**src/rtl/cordic_pkg.sv**
```systemverilog
// Shared types and constants for the CORDIC control path.
package cordic_pkg;

  localparam int unsigned N_ITER_DEF = 10;
  localparam int unsigned ITER_W_DEF = 4;
  localparam int unsigned ANG_W_DEF  = 10;
  localparam int unsigned DATA_W_DEF = 11;

  typedef enum logic [2:0] {
    S_IDLE,
    S_LOAD,
    S_ITER,
    S_SETTLE,
    S_DONE
  } state_t;

  localparam logic MODE_VECT = 1'b0;
  localparam logic MODE_ROT  = 1'b1;

  // out_sel 0 always picks x; 1 picks y (rotation) or z (vectoring)
  localparam logic SEL_X   = 1'b0;
  localparam logic SEL_ALT = 1'b1;

  // atan(2^-i) with +/-512 mapping to +/-pi
  localparam logic [ANG_W_DEF-1:0] ATAN_LUT [N_ITER_DEF] = '{
    10'd128, 10'd76, 10'd40, 10'd20, 10'd10, 10'd5, 10'd3, 10'd1, 10'd1, 10'd0
  };

  function automatic logic [ANG_W_DEF-1:0] atan_lookup(input int unsigned idx);
    if (idx < N_ITER_DEF) return ATAN_LUT[idx];
    return '0;
  endfunction

endpackage

```
**src/rtl/cordic_sequencer.sv**
```systemverilog
// Control FSM for the iterative CORDIC datapath: load, N_ITER micro-rotations,
// one settle cycle, then capture and hold the selected result.
module cordic_sequencer
  import cordic_pkg::*;
#(
  parameter int unsigned N_ITER = N_ITER_DEF,
  parameter int unsigned ITER_W = ITER_W_DEF,
  parameter int unsigned ANG_W  = ANG_W_DEF,
  parameter int unsigned DATA_W = DATA_W_DEF
) (
  input  logic              clock,
  input  logic              reset,
  input  logic              req_valid,
  output logic              req_ready,
  input  logic [ANG_W-1:0]  req_angle,
  input  logic              req_mode,
  input  logic              req_out_sel,
  input  logic              abort,
  output logic              dp_load,
  output logic [ANG_W-1:0]  dp_init,
  output logic              dp_mode,
  output logic              dp_step,
  output logic [ITER_W-1:0] dp_iter,
  output logic              dp_dir,
  output logic [ANG_W-1:0]  dp_atan,
  input  logic [DATA_W-1:0] dp_x,
  input  logic [DATA_W-1:0] dp_y,
  input  logic [ANG_W-1:0]  dp_z,
  output logic [DATA_W-1:0] res_val,
  output logic              done
);

  localparam logic [ITER_W-1:0] LAST_ITER = ITER_W'(N_ITER - 1);

  state_t            state, state_next;
  logic [ITER_W-1:0] cnt;
  logic [ANG_W-1:0]  init_q;
  logic              mode_q;
  logic              sel_q;
  logic              accept;
  logic              capture;

  assign accept  = req_valid && req_ready;
  assign capture = (state == S_SETTLE) && !abort;

  always_comb begin
    state_next = state;
    req_ready  = 1'b0;
    dp_load    = 1'b0;
    dp_step    = 1'b0;
    done       = 1'b0;
    unique case (state)
      S_IDLE: begin
        req_ready = 1'b1;
        if (req_valid) state_next = S_LOAD;
      end
      S_LOAD: begin
        dp_load    = 1'b1;
        state_next = abort ? S_IDLE : S_ITER;
      end
      S_ITER: begin
        dp_step = 1'b1;
        if (abort)                  state_next = S_IDLE;
        else if (cnt == LAST_ITER)  state_next = S_SETTLE;
      end
      S_SETTLE: begin
        state_next = abort ? S_IDLE : S_DONE;
      end
      S_DONE: begin
        req_ready = 1'b1;
        done      = 1'b1;
        if (req_valid) state_next = S_LOAD;
      end
      default: state_next = S_IDLE;
    endcase
  end

  always_ff @(posedge clock or posedge reset) begin
    if (reset) state <= S_IDLE;
    else       state <= state_next;
  end

  always_ff @(posedge clock or posedge reset) begin
    if (reset) begin
      cnt     <= '0;
      init_q  <= '0;
      mode_q  <= 1'b0;
      sel_q   <= 1'b0;
      res_val <= '0;
    end else begin
      if (accept) begin
        init_q <= req_angle;
        mode_q <= req_mode;
        sel_q  <= req_out_sel;
      end
      // counter saturates at the last index instead of wrapping
      if (state == S_LOAD)
        cnt <= '0;
      else if (state == S_ITER && cnt != LAST_ITER)
        cnt <= cnt + 1'b1;
      if (capture) begin
        if (sel_q == SEL_X)         res_val <= dp_x;
        else if (mode_q == MODE_ROT) res_val <= dp_y;
        else                        res_val <= {{(DATA_W-ANG_W){dp_z[ANG_W-1]}}, dp_z};
      end
    end
  end

  assign dp_init = init_q;
  assign dp_mode = mode_q;
  assign dp_iter = cnt;
  assign dp_atan = ANG_W'(atan_lookup(32'(cnt)));
  assign dp_dir  = (mode_q == MODE_ROT) ? ~dp_z[ANG_W-1] : dp_y[DATA_W-1];

endmodule

```
**config.mk**
```make
export PLATFORM = sky130hd
export DESIGN_NAME = cordic_sequencer
export DESIGN_NICKNAME = d
export VERILOG_FILES = /design/src/rtl/cordic_pkg.sv /design/src/rtl/cordic_sequencer.sv
export SDC_FILE = /design/constraint.sdc
export NUM_CORES = 1
export LEC_CHECK = 0
export CAP_MARGIN = 40
export CELL_PAD_IN_SITES_DETAIL_PLACEMENT = 1
export CELL_PAD_IN_SITES_GLOBAL_PLACEMENT = 2
export CORE_MARGIN = 2
export CORE_UTILIZATION = 24
export CTS_CLUSTER_DIAMETER = 50
export DETAILED_ROUTE_END_ITERATION = 6
export GPL_ROUTABILITY_DRIVEN = 0
export GPL_TIMING_DRIVEN = 0
export PLACE_DENSITY = 0.95
export REMOVE_ABC_BUFFERS = 1
export SYNTH_ARGS = -nofsm -noshare
export SYNTH_HDL_FRONTEND = slang
export SYNTH_SLANG_ARGS = --single-unit
```
**constraint.sdc**
```tcl
create_clock -name clock -period 3.2 [get_ports clock]
set_clock_uncertainty 0.15 [all_clocks]
set_input_delay 0.8 -clock clock [delete_from_list [all_inputs] [get_ports clock]]
set_output_delay 0.8 -clock clock [all_outputs]
set_load 0.01 [all_outputs]
```
==> flow_metrics.env, run 1 <==
export IMPL_endpoint_kind="output pin"
export IMPL_syn_cell_area_um2=1620
export IMPL_final_seq_area_um2=751
export IMPL_path_cells="clkdlybuf4s50_1, inv_1, mux2i_1, clkdlybuf4s50_1"
export IMPL_start_util_pct=25.2
export IMPL_grt_usage_pct=12.3
export IMPL_antenna_cells=0
export IMPL_nFillCells=717
export IMPL_grt_pass1_vias=1514
export IMPL_multi_input_comb_area_um2=778
export IMPL_layout_drive_gt1_share_pct=10.7
export IMPL_netlist_top_cells_count="dfrtp_1 (30), mux2i_1 (18), nor2_1 (18), a211oi_1 (12), mux2_2 (12)"
export IMPL_p_int_uw=1410
export IMPL_hold_viol=0
export IMPL_synth_most_common_cell="dfrtp_1"
export IMPL_post_drt_wl_per_cell_um=13.9
export IMPL_fp_dieW_um=86.0
export IMPL_cts_tree="built"
export IMPL_maxSlewHeadroom_pct=48.6
export IMPL_rsz0062_at_grt="false"
export IMPL_stdcell_count=311
export IMPL_die_y_um=86.0
export IMPL_power_density_nw_per_um2=822
export IMPL_leakage_uw=0.00120
export IMPL_clock_path_buffers=2
export IMPL_grt_overflow_total=0
export IMPL_arrival_ps=2000
export IMPL_ir_drop_uv=341
export IMPL_switching_share_pct=35.2
export IMPL_postSynthCellCount=148
export IMPL_synth_area_leaders="dfrtp_1 (46%), mux2i_1 (11%), mux2_2 (8.4%)"
export IMPL_max_stage_delay_ps=560
export IMPL_nNetsFinal=286
export IMPL_setup_viol=0
export IMPL_synth_seq_cells=30
export IMPL_synth_largest_area_cell="dfrtp_1"
export IMPL_fin_crit_sh_pct=92.1
export IMPL_status="finished, final reports clean"
export IMPL_dp_slack_ps=255
export IMPL_max_freq_ghz=0.339
export IMPL_port_buffers=86
export IMPL_cap_violations=0
export IMPL_area_growth_pct=64.1
export IMPL_post_cts_buffers=0
export IMPL_hp_class="reg -> reg"
export IMPL_slowest_stage="clkdlybuf4s50_1"
export IMPL_core_um2=6420
export IMPL_grt_pass1_wl_um=7230
export IMPL_viasPerCell=4.63
export IMPL_cts_buffers=5
export IMPL_path_class="in -> out"
export IMPL_p_switching_uw=767
export IMPL_row_count=29
export IMPL_antenna_found_initial=0
export IMPL_hold_ws_ps=324
export IMPL_start_kind="primary input"
export IMPL_cts_max_level=2
export IMPL_min_period_ps=2950
export IMPL_grt_max_degree=24
export IMPL_critPathMostFrequentCell="clkdlybuf4s50_1"
export IMPL_ctsResizeCount=0
export IMPL_clkTransAtPathRegs_ps=60
export IMPL_pwr_share_seq_pct=34.5
export IMPL_synth_edf_count=0
export IMPL_place_area_um2=2550
export IMPL_dp_hpwl_um=3340
export IMPL_dp_cells=303
export IMPL_seq_area_frac_synth_pct=46.5
export IMPL_synth_main_ff_cell="dfrtp_1"
export IMPL_drc_errors=0
export IMPL_cts_root_buf="clkbuf_8"
export IMPL_stdcell_area_um2=2650
export IMPL_power_frac_comb_pct=50.9
export IMPL_yosys_cell_types_count=29
export IMPL_dr_total_vias=1440
export IMPL_cts_sink_count=30
export IMPL_ys_async_sr_fraction_pct=100
export IMPL_ys_warnings_count=0
export IMPL_drt_pre_antenna_iters=4
export IMPL_drt_first_iter_violations=48
export IMPL_clkLatencyLatePin_ps=280
export IMPL_drt_wl_total_um=4310
export IMPL_setup_ws_ps=254
export IMPL_drv_slew=0
export IMPL_cp_max_fo=2
export IMPL_synth_top_area_share_pct=46.5
export IMPL_ant_nets=0
export IMPL_critical_path_required_ps=2250
export IMPL_worst_pin_slew_ps=771
export IMPL_post_synth_cell_area_avg_um2=10.9
export IMPL_tns_ps=0
export IMPL_holdBufCountCts=0
export IMPL_die_area_um2=7400
export IMPL_clockPowerShare_pct=14.6
export IMPL_pin_count=89
[critical path, delay by kind of cell]
family | cells | cell delay, ps
buf+inv | 3 | 1070
mux | 1 | 110
[registers in the layout, summed over array words and instances (netlist names)]
signal / count
dp_iter: 4
dp_init: 10
dp_mode: 1
sel_q: 1
res_val: 11
state: 3
[stage by stage]
stage          utilization [%]  power (µW)
6_report                  41.3        2180
5_1_grt                   41.3        2350
4_1_cts                   41.3        2230
3_5_place_dp              39.8        1890
3_3_place_gp              39.1        1850
2_1_floorplan                -        1250
[worst paths after layout]
kind	slack, ps	from	end	cells after the start
worst max-delay path	250	dp_y[10]	dp_dir	4
worst min-delay path	320	res_val[9]	res_val[9]	1
worst max register to register	1400	state[2]	res_val[6]	4
worst min register to register	320	res_val[9]	res_val[9]	1
max in group asynchronous	1690	reset	res_val[8]	3
min in group asynchronous	720	reset	dp_init[5]	2
[layer usage]
| layer | up-vias | wire, µm | global-route usage [%] | part of all wire [%] |
|---|---|---|---|---|
| met1 | 696 | 1800 | 14.7 | 42 |
| met4 | 0 | 28 | 3.03 | 0.65 |
| met2 | 54 | 2070 | 20.3 | 48 |
| met3 | 5 | 418 | 5.58 | 9.7 |
| li1 | 685 | - | - | - |
| met5 | - | 0 | 0 | 0 |
[placed cells by master (no fill, tap or decap), drive strengths merged, types with 2 or more instances in the layout]
cell type      instances
a21o                  11
mux2i                 18
ha                     5
nor3                   2
and2                   4
nand2                  5
buf                    2
mux2                  12
conb                   2
inv                    7
clkbuf                 6
clkdlybuf4s50         86
nor2                  18
dfrtp                 30
a211oi                12
[cell type report]
class	instances	area share, %
Tap cell	77	3.64
Clock buffer	6	3.12
Clock inverter	2	0.472
Timing Repair Buffer	88	34.1
Multi-Input combinational cell	101	29.4
Inverter	7	0.992
Sequential cell	30	28.3
[cell families (layout without fill, tap and decap cells)]
group / Yosys count / after routing / synth area share, %
buffers and inverters: 18 / 103 / 5.58
other: 1 / 2 / 0.232
AND/OR/NAND/NOR: 37 / 37 / 11.7
flip-flops: 30 / 30 / 46.5
multiplexers: 30 / 30 / 19.5
adder cells (fa/ha/maj): 5 / 5 / 3.87
XOR/XNOR: 1 / 1 / 0.542
AO/OA/AOI/OAI: 26 / 26 / 12.1
[power by group through the flow]
stage / registers [µW] / logic (µW) / clock network, µW
6_report: 752 / 1110 / 319
5_1_grt: 794 / 1210 / 351
4_1_cts: 761 / 1130 / 332
3_5_place_dp: 768 / 1130 / 0
3_3_place_gp: 756 / 1100 / 0
2_1_floorplan: 789 / 463 / 0
Note: power is estimated with default switching activity, not from simulation.
==> run 2: changes to the inputs <==
- clock period: 3.2 -> 3.5 ns (I/O delays scaled with it)
==> results of run 2 <==
Same layout as run 1 (identical final DEF). Status: finished, final reports clean.
Main changes from that run: setup slack after placement 255 ps -> 405 ps; setup slack after layout 254 ps -> 404 ps; register-to-register setup slack 1400 ps -> 1700 ps; total power 2180 µW -> 1990 µW; worst IR drop on VDD 341 µV -> 312 µV
==> run 3: changes to the inputs <==
- CORE_MARGIN: 2 -> default
- SLEW_MARGIN: default -> 15
==> flow_metrics.env, run 3 (synthesis results as in run 1) <==
export IMPL_area_growth_pct=62.1
export IMPL_wl_met2_um=2090
export IMPL_ctsResizeCount=0
export IMPL_fin_crit_sh_pct=88.2
export IMPL_grt_pass1_vias=1509
export IMPL_grt_pass1_wl_um=7290
export IMPL_post_cts_buffers=0
export IMPL_pin_count=89
export IMPL_reg2regPathDepth=4
export IMPL_place_area_um2=2520
export IMPL_maxUsedRoutingLayer="met4"
export IMPL_cts_max_level=2
export IMPL_antenna_cells=0
export IMPL_drv_slew=0
export IMPL_rr_startpoint="state[2]"
export IMPL_ant_nets=0
export IMPL_fp_dieW_um=84.0
export IMPL_status="finished, violations left"
export IMPL_viasPerCell=4.53
export IMPL_drt_pre_antenna_iters=5
export IMPL_clkTransAtPathRegs_ps=60
export IMPL_clock_path_buffers=2
export IMPL_dp_hpwl_um=3200
export IMPL_p_int_uw=1290
export IMPL_leakage_uw=0.00118
export IMPL_wirelength_met1_um=1800
export IMPL_grt_usage_pct=13.1
export IMPL_layout_drive_gt1_share_pct=10.7
export IMPL_min_from="res_val[10]"
export IMPL_die_y_um=84.0
export IMPL_final_seq_area_um2=751
export IMPL_row_count=29
export IMPL_multi_input_comb_area_um2=778
export IMPL_min_period_ps=3090
export IMPL_drc_errors=4
export IMPL_largest_reg_flops=11
export IMPL_timing_rr_end="res_val[5]"
export IMPL_worst_pin_slew_ps=726
export IMPL_p_switching_uw=695
export IMPL_path_class="in -> out"
export IMPL_drt_wl_total_um=4240
export IMPL_power_density_nw_per_um2=757
export IMPL_nNetsFinal=285
export IMPL_dp_cells=302
export IMPL_stdcell_area_um2=2620
export IMPL_die_area_um2=7060
export IMPL_rsz0062_at_grt="false"
export IMPL_cp_max_fo=2
export IMPL_grt_overflow_total=0
export IMPL_pwr_share_seq_pct=34.8
export IMPL_power_frac_comb_pct=50.7
export IMPL_start_kind="primary input"
export IMPL_met3_length_um=299
export IMPL_final_common_cell="clkdlybuf4s50_1"
export IMPL_hp_class="reg -> reg"
export IMPL_switching_share_pct=35.1
export IMPL_hold_viol=0
export IMPL_start_util_pct=25.2
export IMPL_nFillCells=713
export IMPL_critical_path_required_ps=2470
export IMPL_drt_first_iter_violations=40
export IMPL_max_freq_ghz=0.324
export IMPL_ir_drop_uv=383
export IMPL_stdcell_count=310
export IMPL_maxSlewHeadroom_pct=51.6
export IMPL_dr_total_vias=1403
export IMPL_setup_viol=0
export IMPL_cts_buffers=5
export IMPL_violations="design-rule violations"
export IMPL_cts_tree="built"
export IMPL_most_common_layout_cells="clkdlybuf4s50_1 (86), dfrtp_1 (30), mux2i_1 (18), nor2_1 (18)"
export IMPL_max_flop_register="res_val"
export IMPL_cap_violations=0
export IMPL_hold_path_end="res_val[10]"
export IMPL_endpoint_kind="output pin"
export IMPL_arrival_ps=2060
export IMPL_cts_sink_count=30
export IMPL_tns_ps=0
export IMPL_port_buffers=86
export IMPL_cts_root_buf="clkbuf_8"
export IMPL_post_drt_wl_per_cell_um=13.7
export IMPL_holdBufCountCts=0
export IMPL_rrSetupSlack_ps=1620
export IMPL_core_um2=6420
export IMPL_clkLatencyLatePin_ps=280
export IMPL_clockPowerShare_pct=14.6
export IMPL_grt_max_degree=31
export IMPL_min_path_cells=1
export IMPL_antenna_found_initial=0
run 3: cell types whose count changed in the layout (fill, tap and decap cells not counted):
cell	delta
buf_16	-1
buf_6	+1
buf_8	-1
inv_1	-1
inv_2	+1
run 3: worst max path at each step:
stage	start	to	slack, ps	depth (start not counted)
floorplan	abort	res_val[0]	1370	3
global placement	dp_y[10]	dp_dir	420	4
detailed placement	dp_y[10]	dp_dir	410	4
CTS	dp_y[10]	dp_dir	400	4
global route	dp_y[10]	dp_dir	360	4
finish	dp_y[10]	dp_dir	410	4
run 3: routing by layer:
layer	track usage, %	up-vias
met5	0	-
met3	4.95	5
met4	4.23	0
met1	14.9	679
li1	-	677
met2	22.6	42
run 3: cell type report:
class / instances / share of cell area [%]
inverters: 7 / 1.00
flip-flops and latches: 30 / 28.7
repair buffers: 87 / 33.3
clock inverters: 2 / 0.478
clock buffers: 6 / 3.15
multi-input cells: 101 / 29.7
well taps: 77 / 3.68
run 3: metrics by stage:
step                      power, µW  util (%)  hold WS (ps)  worst slack [ps]
after detailed placement       1720      39.3           315               405
after global routing           2140      40.8           346               359
after CTS                      2020      40.8           329               400
after floorplan                1150         -           349              1370
after global placement         1690      39.1           310               420
final                          1980      40.8           325               412
run 3: power groups by stage:
stage / logic, µW / clock network [µW] / registers (µW)
global placement: 995 / 0 / 693
floorplan: 424 / 0 / 722
global route: 1090 / 315 / 728
CTS: 1020 / 302 / 694
finish: 1000 / 288 / 689
detailed placement: 1020 / 0 / 701
run 3: worst max-delay path, stage by stage:
cell	delay, ps
clkdlybuf4s50_1	480
inv_1	40
mux2i_1	110
clkdlybuf4s50_1	550
